### src/rtl/d16_alu_seq.sv
`default_nettype none
// ============================================================================
//  Module      : d16_alu_seq
//  Description : Sequencing front-end for the combinational d16_alu. Accepts
//                one command per valid/ready handshake and drives the ALU.
//                Captures the result and flags, then returns them through a
//                second valid/ready handshake. Adds a 16-step shift-and-add
//                unsigned multiply that reuses the ALU ADD path.
//  Revision    : 1.0 - initial release
// ============================================================================
module d16_alu_seq #(
    parameter int WIDTH     = 16,
    parameter int MUL_STEPS = 16
) (
    input  logic             sys_clk,
    input  logic             sys_rst_n,
    // command handshake
    input  logic             cmd_valid,
    output logic             cmd_ready,
    input  logic [2:0]       cmd_op,
    input  logic [WIDTH-1:0] cmd_a,
    input  logic [WIDTH-1:0] cmd_b,
    // result handshake
    output logic             res_valid,
    input  logic             res_ready,
    output logic [WIDTH-1:0] res_s,
    output logic [WIDTH-1:0] res_hi,
    output logic             res_n,
    output logic             res_o,
    output logic             res_z,
    output logic             res_c,
    // combinational ALU interface
    output logic [2:0]       alu_ctrl,
    output logic [WIDTH-1:0] alu_a,
    output logic [WIDTH-1:0] alu_b,
    input  logic [WIDTH-1:0] alu_s,
    input  logic             alu_n,
    input  logic             alu_o,
    input  logic             alu_z,
    input  logic             alu_c,
    output logic             busy
);

    localparam int                 c_CNT_W    = $clog2(MUL_STEPS);
    localparam logic [c_CNT_W-1:0] c_CNT_LAST = c_CNT_W'(MUL_STEPS - 1);
    localparam logic [2:0]         c_OP_NOP   = 3'b000;
    localparam logic [2:0]         c_OP_ADD   = 3'b001;
    localparam logic [2:0]         c_OP_MUL   = 3'b101;

    typedef enum logic [1:0] {
        S_IDLE = 2'd0,
        S_EXEC = 2'd1,
        S_MUL  = 2'd2,
        S_DONE = 2'd3
    } state_t;

    state_t             r_state;
    state_t             w_state_next;

    // r_opa doubles as the multiplicand, r_opb as the multiplier / low
    // accumulator; neither role overlaps with the single-cycle EXEC use.
    logic [2:0]         r_op;
    logic [WIDTH-1:0]   r_opa;
    logic [WIDTH-1:0]   r_opb;
    logic [WIDTH-1:0]   r_hi;
    logic [c_CNT_W-1:0] r_cnt;

    logic               w_accept;
    logic               w_reserved;
    logic               w_mul_last;
    logic [WIDTH-1:0]   w_hi_next;
    logic [WIDTH-1:0]   w_lo_next;

    assign w_accept   = cmd_valid & cmd_ready;
    assign w_reserved = r_op[2] & r_op[1];
    assign w_mul_last = (r_cnt == c_CNT_LAST);
    // One multiply step: the 17-bit sum shifts right into {hi, lo}.
    assign w_hi_next  = {alu_c, alu_s[WIDTH-1:1]};
    assign w_lo_next  = {alu_s[0], r_opb[WIDTH-1:1]};

    // State register
    always_ff @(posedge sys_clk) begin
        if (!sys_rst_n) begin
            r_state <= S_IDLE;
        end else begin
            r_state <= w_state_next;
        end
    end

    // Next-state, handshake and ALU drive decode
    always_comb begin
        w_state_next = r_state;
        cmd_ready    = 1'b0;
        res_valid    = 1'b0;
        busy         = 1'b1;
        alu_ctrl     = c_OP_NOP;
        alu_a        = '0;
        alu_b        = '0;
        case (r_state)
            S_IDLE: begin
                cmd_ready = 1'b1;
                busy      = 1'b0;
                if (cmd_valid) begin
                    w_state_next = (cmd_op == c_OP_MUL) ? S_MUL : S_EXEC;
                end
            end
            S_EXEC: begin
                if (!w_reserved) begin
                    alu_ctrl = r_op;
                    alu_a    = r_opa;
                    alu_b    = r_opb;
                end
                w_state_next = S_DONE;
            end
            S_MUL: begin
                alu_ctrl = c_OP_ADD;
                alu_a    = r_hi;
                alu_b    = r_opb[0] ? r_opa : '0;
                if (w_mul_last) begin
                    w_state_next = S_DONE;
                end
            end
            S_DONE: begin
                res_valid = 1'b1;
                if (res_ready) begin
                    w_state_next = S_IDLE;
                end
            end
            default: begin
                w_state_next = S_IDLE;
            end
        endcase
    end

    // Operand latch, multiply accumulators and result capture
    always_ff @(posedge sys_clk) begin
        if (!sys_rst_n) begin
            r_op   <= c_OP_NOP;
            r_opa  <= '0;
            r_opb  <= '0;
            r_hi   <= '0;
            r_cnt  <= '0;
            res_s  <= '0;
            res_hi <= '0;
            res_n  <= 1'b0;
            res_o  <= 1'b0;
            res_z  <= 1'b0;
            res_c  <= 1'b0;
        end else begin
            case (r_state)
                S_IDLE: begin
                    if (w_accept) begin
                        r_op  <= cmd_op;
                        r_opa <= cmd_a;
                        r_opb <= cmd_b;
                        r_hi  <= '0;
                        r_cnt <= '0;
                    end
                end
                S_EXEC: begin
                    res_hi <= '0;
                    if (w_reserved) begin
                        res_s <= '0;
                        res_n <= 1'b0;
                        res_o <= 1'b0;
                        res_z <= 1'b0;
                        res_c <= 1'b0;
                    end else begin
                        res_s <= alu_s;
                        res_n <= alu_n;
                        res_o <= alu_o;
                        res_z <= alu_z;
                        res_c <= alu_c;
                    end
                end
                S_MUL: begin
                    r_hi  <= w_hi_next;
                    r_opb <= w_lo_next;
                    r_cnt <= r_cnt + 1'b1;
                    if (w_mul_last) begin
                        res_s  <= w_lo_next;
                        res_hi <= w_hi_next;
                        res_n  <= w_hi_next[WIDTH-1];
                        res_z  <= ~|{w_hi_next, w_lo_next};
                        res_o  <= |w_hi_next;
                        res_c  <= 1'b0;
                    end
                end
                default: begin
                end
            endcase
        end
    end

endmodule
`default_nettype wire

### config.mk
export PLATFORM = sky130hd
export DESIGN_NAME = d16_alu_seq
export DESIGN_NICKNAME = d
export VERILOG_FILES = /design/src/rtl/d16_alu_seq.sv
export SDC_FILE = /design/constraint.sdc
export NUM_CORES = 1
export LEC_CHECK = 0
export CORE_MARGIN = 10
export CORE_UTILIZATION = 48
export CTS_CLUSTER_DIAMETER = 200
export CTS_CLUSTER_SIZE = 40
export DETAILED_ROUTE_END_ITERATION = 12
export HOLD_SLACK_MARGIN = 0.12
export PLACE_DENSITY = 0.88
export SYNTH_ARGS = -nofsm -noshare
export SYNTH_HDL_FRONTEND = slang
export SYNTH_SLANG_ARGS = --single-unit
### constraint.sdc
create_clock -name sys_clk -period 2.75 [get_ports sys_clk]
set_input_delay 0.4125 -clock sys_clk [delete_from_list [all_inputs] [get_ports sys_clk]]
set_output_delay 0.4125 -clock sys_clk [all_outputs]
set_load 0.005 [all_outputs]
# Yosys cells after proc, flatten, opt, wreduce, memory -nomap -nowiden
# Index checks and enable logic that the tools add are counted.
# op_classes
addsub	1
eq_ne	9
mux	38
bitwise	2
reduce_logical	10
# ops
cell	n
case mux 16 bit (2 select lines)	6
2-to-1 mux 16 bit	8
OR reduction 32 bit	1
OR reduction 16 bit	1
2-to-1 mux 1 bit	11
2-to-1 mux 2 bit	4
!= test 2 bit, second input constant	4
case mux 1 bit (2 select lines)	4
case mux 2 bit (4 select lines)	1
case mux 4 bit (2 select lines)	1
case mux 3 bit (2 select lines)	1
AND reduction 2 bit	3
adder 4 x 1 -> 4 bit, second input constant	1
== test 2 bit, second input constant	2
== test 4 bit, second input constant	1
2-to-1 mux 4 bit	1
nonzero test 2 bit	2
== test 3 bit, second input constant	1
2-to-1 mux 3 bit	1
AND reduction 3 bit	1
bitwise AND 1 bit	2
== test 2 x 1 -> 1 bit, second input constant	1
zero test 2 bit	1
zero test 1 bit	1
# word_totals
reg_bits	93
in_bits	59
elab_cells	72

# Depth between registers and ports, before layout
# Gate-level depths: netlist of run 1.
# depth
word_depth	5
depth_mapped	9
ltp_nobuf	6

# Worst setup path before layout of run 1
# Ideal clock, no wire load.
# synth_path
path_type	reg2out
start	register r_state[0]
end	output port alu_b[1]
arrival_ns	1.441
slack_ns	0.897
path_stages_with_launch	9
cell_sequence	dfxtp_1 > inv_1 > ha_1 > buf_6 > and2_0 > clkbuf_1 > buf_2 > a22oi_1 > nor2b_1
# synth_via
elab_chain_cells	2
# synth_rtl
item	line	text
start: declaration	57	state_t r_state;
start signal: assignment	86	r_state <= w_state_next;
== test 2 bit or == test 2 x 1 -> 1 bit (tied branches)	99	case (r_state)
case mux 16 bit (2 select lines) *	99	
end: declaration	35	output logic [WIDTH-1:0] alu_b,
# Mark *: on every way between the ends. The rest lies on a longest branch, timed or not.

# Worst setup path in the final report of run 1
# layout_path
start	register r_state[0]
end	output port alu_b[11]
# Same word-level chain as after synthesis.

==> impl_metrics.ini, run 1 <==
[outcome]
status = complete, no violations

[grt]
antenna_found_initial = 0
grt_pass1_wl_um = 23200
grt_pass1_vias = 4287
gr-total-overflow = 0
gr-usage-all-layers_pct = 21.9
grt_max_degree = 59

[yosys]
synth.most_common_cell = dfxtp_1
synth_ff_type = dfxtp_1
synth-seq-cells = 93
synth.top_cell.area_share_pct = 44.1
yosys-top-cells-area = dfxtp_1, a22oi_1, nor2_1
ys_warn_count = 0
synth_simple_gate_area_share_pct = 21.1
netlist_area_mm2 = 0.00422
yosys.cell_types.count = 42
synth_commonest_cells = dfxtp_1, nor2_1, a22oi_1, nand2_1
synth-edff-count = 0
synth_compound_area_share_pct = 25.1
syn_nets = 563
postSynthCellCount = 498
syn_avg_cell_area_um2 = 8.48
synthArstFlopShare_pct = 0
yosys-mux-area-fraction_pct = 2.40
synth_top_family_by_area = compound AO/OA/AOI/OAI gates
seq_area_frac_synth_pct = 44.1
synth_xor_area_share_pct = 0
synthAdderAreaFrac_pct = 1.78
synth_area_leader_cell = dfxtp_1

[timing]
timing.final.hold_violations = 0
min_period_ns = 2.64
tns_ns = 0
finalClockSkew_ns = 0.00496
rsz0062_at_grt = no
min_period_over_period_pct = 96.0
timing.hold.ws_ns = 0.467
setup_viol = 0
slew_violations = 0
worstMarginPinSlew_ns = 0.662
max_clock_freq_mhz = 379
relSlewSlack_pct = 55.8

[floorplan]
die_w_um = 114
core_mm2 = 0.00864
die_h_um = 114
pin_count = 133
initial_core_util_pct = 48.9
rows = 34
die-area_mm2 = 0.0130

[clock_tree]
cts_made_buffers = 9
insertion_delay_ns = 0.36
htreeDepth = 3
cts_root_buf = clkbuf_8
cts_tree = done
clkSinkCount = 93
clockBufferDepth = 2
cts_hold_buf = 0
clk_pin_slew_worst_paths_ns = 0.09

[worst_setup_path]
reg2reg_depth = 8
worstPathBufferInverterCount = 2
end_kind = primary output
slowest_stage = clkdlybuf4s50_1
crit_fanout = 10
regToRegStartpoint = r_state[0]
cp-start-kind = flip-flop
startpoint = r_state[0]
worstPathRequired_ns = 2.34
cpPeakStageDelay_ns = 0.53
path_class = flip-flop to primary output
cp.depth = 6
path_delay_family = buffers and inverters
path_cells = ha_4 -> a21boi_4 -> buf_6 -> a22oi_1 -> nor2b_1 -> clkdlybuf4s50_1
critPathArrivalTime_ns = 2.23

[hold_path]
hold_depth = 2
hp-class = flip-flop to flip-flop
hp-start = res_c

[placement]
place_area_mm2 = 0.00562
dp_hpwl_um = 11200
portBuffers = 132
gp_congestion = 0.908

[layout]
fin_area_mm2 = 0.00594
area_growth_pct = 40.6
antennaDiodeCount = 0
fin_nets = 686
layout-drive-gt1-share_pct = 8.32

[detailed_routing]
drtIter0Drc = 371
drc = 0
num_vias = 4443
wl_per_cell_um = 20.9
vias_per_cell = 6.06
drt_wl_total_um = 15300
drtAntennaViolNets = 0
drt-pass1-iter-count = 5

[pwr]
ir_worst_vdd_mv = 0.556
powerDensity_mw_per_mm2 = 872
p_leak_nw = 2.04
power_w = 0.00518

[flow_run]
cap_violations = 0
-- per-stage QoR --
stage / cells / utilization [%] / setup slack, ns
global route: 733 / 68.8 / 0.0132
global placement: 713 / 65.1 / 0.395
detailed placement: 713 / 65.1 / 0.364
floorplan: 498 / - / 0.897
CTS: 728 / 67.8 / 0.0143
finish: 733 / 68.8 / 0.111
-- registers in the layout (all words and copies together), names as in the netlist --
name,count
res_c,1
r_opa,16
r_cnt,4
res_z,1
r_opb,16
res_hi,16
res_n,1
r_hi,16
res_o,1
r_state,2
res_s,16
r_op,3
-- worst paths after layout --
| path | endpoint | slack, ns |
|---|---|---|
| min | res_c | 0.47 |
| min reg2reg | res_c | 0.47 |
| max | alu_b[11] | 0.11 |
| max reg2reg | res_z | 0.43 |
-- per-layer routing --
layer	vias up	share of wire (%)	GRT usage, %
met2	261	47	34.9
met3	31	11	7.45
met5	-	0	0
met4	0	2.0	6.27
met1	2112	40	27.4
li1	2039	-	-
-- worst reg2reg max path, delay by kind of cell, from the launching register on --
family / cells / cell delay (ns)
AOI/OAI and AO/OA: 3 / 0.87
and+or+nand+nor: 1 / 0.39
DFF: 1 / 0.38
buffers and inverters: 3 / 0.45
adders and majority gates: 1 / 0.16
-- cells by family (layout without fill, tap and decap cells) --
group,Yosys count,after routing
buffers and inverters,47,174
adders and majority gates,6,6
DFF,93,93
muxes,10,10
and+or+nand+nor,187,187
AOI/OAI and AO/OA,155,155
-- report_power, final --
part           internal [W]  switching [W]
clock network      0.000600       0.000467
registers           0.00167       0.000365
logic               0.00100        0.00108
-- placed cells by master, fill, tap and decap left out, types with 6 or more instances in the layout --
master             n
buf_4             17
a21oi_1           32
mux2i_1            9
nor4_1             6
o22ai_1            9
clkbuf_8           9
a211oi_1           7
nor2b_1           32
nor3_1             8
a221oi_1          16
nand2_1           46
clkdlybuf4s50_1  132
nor2_1            73
a22oi_1           62
dfxtp_1           92
o21ai_0           21
-- cell type report --
| type | count | area (um^2) |
|---|---|---|
| fillers | 669 | 2700 |
| multi-input cells | 358 | 2180 |
| flip-flops and latches | 93 | 1860 |
| repair buffers | 153 | 1510 |
| well taps | 108 | 135 |
| clock buffers | 11 | 131 |
| clock inverters | 4 | 97.6 |
| inverters | 6 | 22.5 |
-- timing repair --
action                     4_1_cts  5_1_grt
setup buffers                    0        4
gates cloned                     0        1
gates resized for setup          1       12
setup endpoints to repair        7       34
Power figures use the tool's default switching activity.
==> run 2: changes to the inputs <==
--- a/config.mk
+++ b/config.mk
@@ -5,7 +5,7 @@
 export SDC_FILE = /design/constraint.sdc
 export NUM_CORES = 1
 export LEC_CHECK = 0
-export CORE_MARGIN = 10
+export CORE_MARGIN = 1
 export CORE_UTILIZATION = 48
 export CTS_CLUSTER_DIAMETER = 200
 export CTS_CLUSTER_SIZE = 40
==> run 2 against run 1 <==
Worst hold slack improved by 0.016 ns. Sequential power barely moved. First-iteration DRC count rose by 37%. Combinational power fell by 2%. Utilization rose by 0.86 points. Clock-buffer cell count fell by 2. Clock power fell by 23%. Register-to-register slack barely moved. Sequential cell count did not move. Via count rose by 0.50%. Worst setup slack got worse by 0.086 ns. Cell count fell by 0.95%. Critical path type unchanged. Highest routed layer unchanged.
==> impl_metrics.ini, run 2 (synthesized netlist as in run 1, its figures left out) <==
[worst_setup_path]
worstPathRequired_ns = 2.34
crit_fanout = 8
slowest_stage = clkdlybuf4s50_1
end_kind = primary output
startpoint = r_state[1]
path_delay_family = buffers and inverters
reg2reg_depth = 7
critPathArrivalTime_ns = 2.31
regToRegSetupSlack_ns = 0.42
path_class = flip-flop to primary output
cp-start-kind = flip-flop
path_cells = inv_2 -> ha_4 -> a21boi_4 -> buf_4 -> a22oi_1 -> nor2b_1 -> clkdlybuf4s50_1
r2r_end = res_c
regToRegStartpoint = r_state[0]
worstPathBufferInverterCount = 3
cpPeakStageDelay_ns = 0.54

[layout]
area_growth_pct = 38.2
layout.cells.most_common = clkdlybuf4s50_1
fin_nets = 681
fin_area_mm2 = 0.00584
final_cell_mix = clkdlybuf4s50_1, dfxtp_1, nor2_1
layout-drive-gt1-share_pct = 8.21
antennaDiodeCount = 0
fillCellCount = 668

[clock_tree]
clkSinkCount = 93
insertion_delay_ns = 0.37
clk_pin_slew_worst_paths_ns = 0.09
htreeDepth = 3
cts_tree = done
clockBufferDepth = 2
cts_root_buf = clkbuf_8
cts_hold_buf = 0
postCtsSetupRepairBufs = 0
cts_made_buffers = 9

[grt]
antenna_found_initial = 0
grt_pass1_vias = 3982
gr-total-overflow = 0
grt_max_degree = 37
gr-usage-all-layers_pct = 30.6
grt_pass1_wl_um = 20800

[detailed_routing]
drt-pass1-iter-count = 5
drt_wl_total_um = 14100
drtIter0Drc = 507
wl_per_cell_um = 19.4
num_vias = 4465
drc = 0
vias_per_cell = 6.15
drtAntennaViolNets = 0

[timing]
min_period_ns = 2.72
worstMarginPinSlew_ns = 0.634
relSlewSlack_pct = 57.5
finalClockSkew_ns = 0.00743
slew_violations = 0
max_clock_freq_mhz = 367
min_period_over_period_pct = 99.1
timing.final.hold_violations = 0
tns_ns = 0
setup_viol = 0
timing.hold.ws_ns = 0.482

[placement]
place_area_mm2 = 0.00561
dp_hpwl_um = 10000
gp_congestion = 0.859
portBuffers = 132

[pwr]
p_leak_nw = 1.99
power_w = 0.00490
ir_worst_vdd_mv = 0.446
powerDensity_mw_per_mm2 = 839

[floorplan]
pin_count = 133
rows = 33
die-area_mm2 = 0.00918
initial_core_util_pct = 50.4
die_h_um = 95.8
die_w_um = 95.8
core_mm2 = 0.00838

[hold_path]
hold_path_end = res_c
hp-start = res_c
hp-class = flip-flop to flip-flop
hold_depth = 2

[outcome]
status = complete, no violations

[flow_run]
cap_violations = 0
==> run 2: cell count changes in the layout (fill, tap and decap cells not counted), sizes merged <==
| cell | previous run | this run |
|---|---|---|
| buf | 21 | 15 |
| clkinv | 0 | 6 |
| bufinv | 3 | 0 |
| clkbuf | 11 | 10 |
==> run 2: how the worst max path moves through the flow <==
stage	endpoint	slack (ns)	cells past startpoint
after floorplan	alu_b[1]	0.90	8
after global placement	alu_a[1]	0.45	7
after detailed placement	alu_a[4]	0.31	7
after CTS	alu_b[1]	0.001	7
after global routing	alu_a[13]	-0.008	7
final	alu_a[13]	0.03	7
==> run 2: stage by stage <==
step / setup WS [ns] / cells / util, %
2_1_floorplan: 0.897 / 498 / -
3_3_place_gp: 0.453 / 709 / 66.9
3_5_place_dp: 0.307 / 709 / 66.9
4_1_cts: 0.00119 / 725 / 69.1
5_1_grt: -0.00753 / 726 / 69.6
6_report: 0.0256 / 726 / 69.6
==> run 2: final cells by class <==
type | count | area [um^2] | area share (%)
clock buffers | 9 | 124 | 2.12
clock inverters | 7 | 52.6 | 0.901
inverters | 6 | 22.5 | 0.386
multi-input cells | 358 | 2170 | 37.2
flip-flops and latches | 93 | 1860 | 31.9
well taps | 105 | 131 | 2.25
repair buffers | 148 | 1470 | 25.3
==> run 2: timing repair <==
item / in CTS / in global routing
setup endpoints to repair: 22 / 32
gates resized for setup: 2 / 11
gates cloned: 0 / 1
==> run 2: metal layers <==
metal  global-route usage, %  share of wire [%]  up-vias
met3                    6.95                 12       42
met4                    15.0                3.0        0
li1                        -                  -     2028
met5                       0                  0        -
met1                    40.0                 40     2086
met2                    47.7                 45      309
==> run 2: worst reg2reg max path, stage by stage (launching register included) <==
cell     delay, ns
dfxtp_2       0.37
inv_2         0.11
ha_2          0.20
buf_6         0.24
and4_4        0.42
a21o_1        0.53
nand3_1       0.21
a21oi_1       0.20
==> run 2: power breakdown <==
group	switching, W	internal [W]
Combinational	0.00105	0.000987
Sequential	0.000362	0.00167
Clock	0.000495	0.000331
Total	0.00191	0.00298
==> run 3: changes to the inputs <==
--- a/config.mk
+++ b/config.mk
@@ -12,6 +12,7 @@
 export DETAILED_ROUTE_END_ITERATION = 12
 export HOLD_SLACK_MARGIN = 0.12
 export PLACE_DENSITY = 0.88
+export REMOVE_ABC_BUFFERS = 1
 export SYNTH_ARGS = -nofsm -noshare
 export SYNTH_HDL_FRONTEND = slang
 export SYNTH_SLANG_ARGS = --single-unit
==> run 3 against run 2 <==
Global-route usage fell by 0.60 points. Sequential cell count did not move. Cell count shrank 0.14%. Via count shrank 2.1%. Highest routed layer unchanged. Design area grew 0.49%. Utilization up 0.34 points. Critical path type unchanged.
==> impl_metrics.ini, run 3 (synthesized netlist as in run 1, its figures left out) <==
[layout]
final_cell_mix = clkdlybuf4s50_1, dfxtp_1, nor2_1
layout-drive-gt1-share_pct = 8.06
area_growth_pct = 38.8
antennaDiodeCount = 0
fin_util_pct = 70.0
layout.cells.most_common = clkdlybuf4s50_1
fin_nets = 680

[floorplan]
die_h_um = 95.8
initial_core_util_pct = 50.4
rows = 33
pin_count = 133
core_mm2 = 0.00838
die_w_um = 95.8
die-area_mm2 = 0.00918

[timing]
layout_setup_ws_ns = 0.136
min_period_ns = 2.61
timing.final.hold_violations = 0
max_clock_freq_mhz = 383
relSlewSlack_pct = 46.2
timing.hold.ws_ns = 0.468
min_period_over_period_pct = 95.0
setup_viol = 0
worstMarginPinSlew_ns = 0.805
finalClockSkew_ns = 0.00789
slew_violations = 0
rsz0062_at_grt = no

[clock_tree]
htreeDepth = 3
cts_hold_buf = 0
cts_tree = done
cts_root_buf = clkbuf_8
clockBufferDepth = 2
insertion_delay_ns = 0.35
cts_made_buffers = 9
clkSinkCount = 93
clk_pin_slew_worst_paths_ns = 0.09

[outcome]
status = complete, no violations

[pwr]
p_leak_nw = 2.00
combPwrFrac_pct = 42.0
ir_worst_vdd_mv = 0.454
switchingPower_w = 0.00191
powerDensity_mw_per_mm2 = 840
power_w = 0.00492
power_frac_clock_pct = 17.5
p_seq_share_pct = 40.6
p_sw_share_pct = 38.7
intPower_w = 0.00302

[worst_setup_path]
critPathArrivalTime_ns = 2.20
crit_fanout = 13
slowest_stage = clkdlybuf4s50_1
cp-start-kind = flip-flop
path_class = flip-flop to primary output
cpPeakStageDelay_ns = 0.52
worstPathRequired_ns = 2.34
path_cells = inv_2 -> ha_4 -> a21boi_4 -> buf_6 -> a22oi_1 -> nor2b_1 -> clkdlybuf4s50_1
end_kind = primary output

[grt]
grt_pass1_vias = 4181
grt_pass1_wl_um = 20800
grt_max_degree = 54
gr-usage-all-layers_pct = 30.0
antenna_found_initial = 0
gr-total-overflow = 0

[detailed_routing]
met2_length_um = 6490
drt_wl_total_um = 13800
drtAntennaViolNets = 0
wl_per_cell_um = 19.1
met1_length_um = 5580
drc = 0
vias_per_cell = 6.03
drtIter0Drc = 350
wl_met3_um = 1450
dr.max_layer_used = met4
num_vias = 4372
drt-pass1-iter-count = 5

[placement]
gp_congestion = 0.845
place_ws_ns = 0.322
dp_hpwl_um = 9250
portBuffers = 132

[hold_path]
hp-class = flip-flop to flip-flop

[flow_run]
cap_violations = 0
==> run 3: area by class of cell <==
| type | count | area, um^2 |
|---|---|---|
| flip-flops and latches | 93 | 1860 |
| multi-input cells | 358 | 2160 |
| inverters | 6 | 22.5 |
| clock buffers | 11 | 151 |
| fillers | 673 | 2520 |
| clock inverters | 5 | 35.0 |
| well taps | 105 | 131 |
| repair buffers | 147 | 1500 |
==> run 3: worst paths after layout <==
kind,startpoint,to,slack (ns),cells after the start
min reg2reg,res_c,res_c,0.47,2
max reg2reg,r_state[0],res_z,0.38,7
min,res_c,res_c,0.47,2
max,r_state[1],alu_a[13],0.14,7
==> run 3: power by group through the flow <==
stage	sequential, W	clock, W	combinational, W
after CTS	0.00197	0.000862	0.00200
final	0.00200	0.000860	0.00207
after detailed placement	0.00200	0	0.00199
after floorplan	0.00190	0	0.00107
after global placement	0.00198	0	0.00193
after global routing	0.00202	0.000909	0.00223
==> run 3: per-layer routing <==
layer / vias up / track usage [%]
li1: 2026 / -
met1: 2041 / 37.8
met2: 275 / 49.4
met3: 30 / 6.40
met4: 0 / 13.6
met5: - / 0
==> run 3: metrics by stage <==
stage / cell area [um^2] / TNS [ns] / cells
6_report: 5860 / 0 / 725
5_1_grt: 5860 / 0 / 725
4_1_cts: 5820 / 0 / 724
3_5_place_dp: 5630 / 0 / 708
3_3_place_gp: 5630 / 0 / 708
2_1_floorplan: 4010 / -4.60 / 457
==> run 3: worst max-delay path: cells and delay by family, from the launching register on <==
| family | cells | cell delay (ns) |
|---|---|---|
| buffers and inverters | 3 | 0.82 |
| flip-flops | 1 | 0.35 |
| AO/OA/AOI/OAI | 2 | 0.34 |
| adder cells (fa/ha/maj) | 1 | 0.17 |
| AND/OR/NAND/NOR | 1 | 0.17 |
==> run 3: what timing repair did <==
item | CTS | global route
gates cloned | 0 | 1
setup endpoints to repair | 5 | 31
setup buffers | 0 | 0
gates resized for setup | 1 | 11
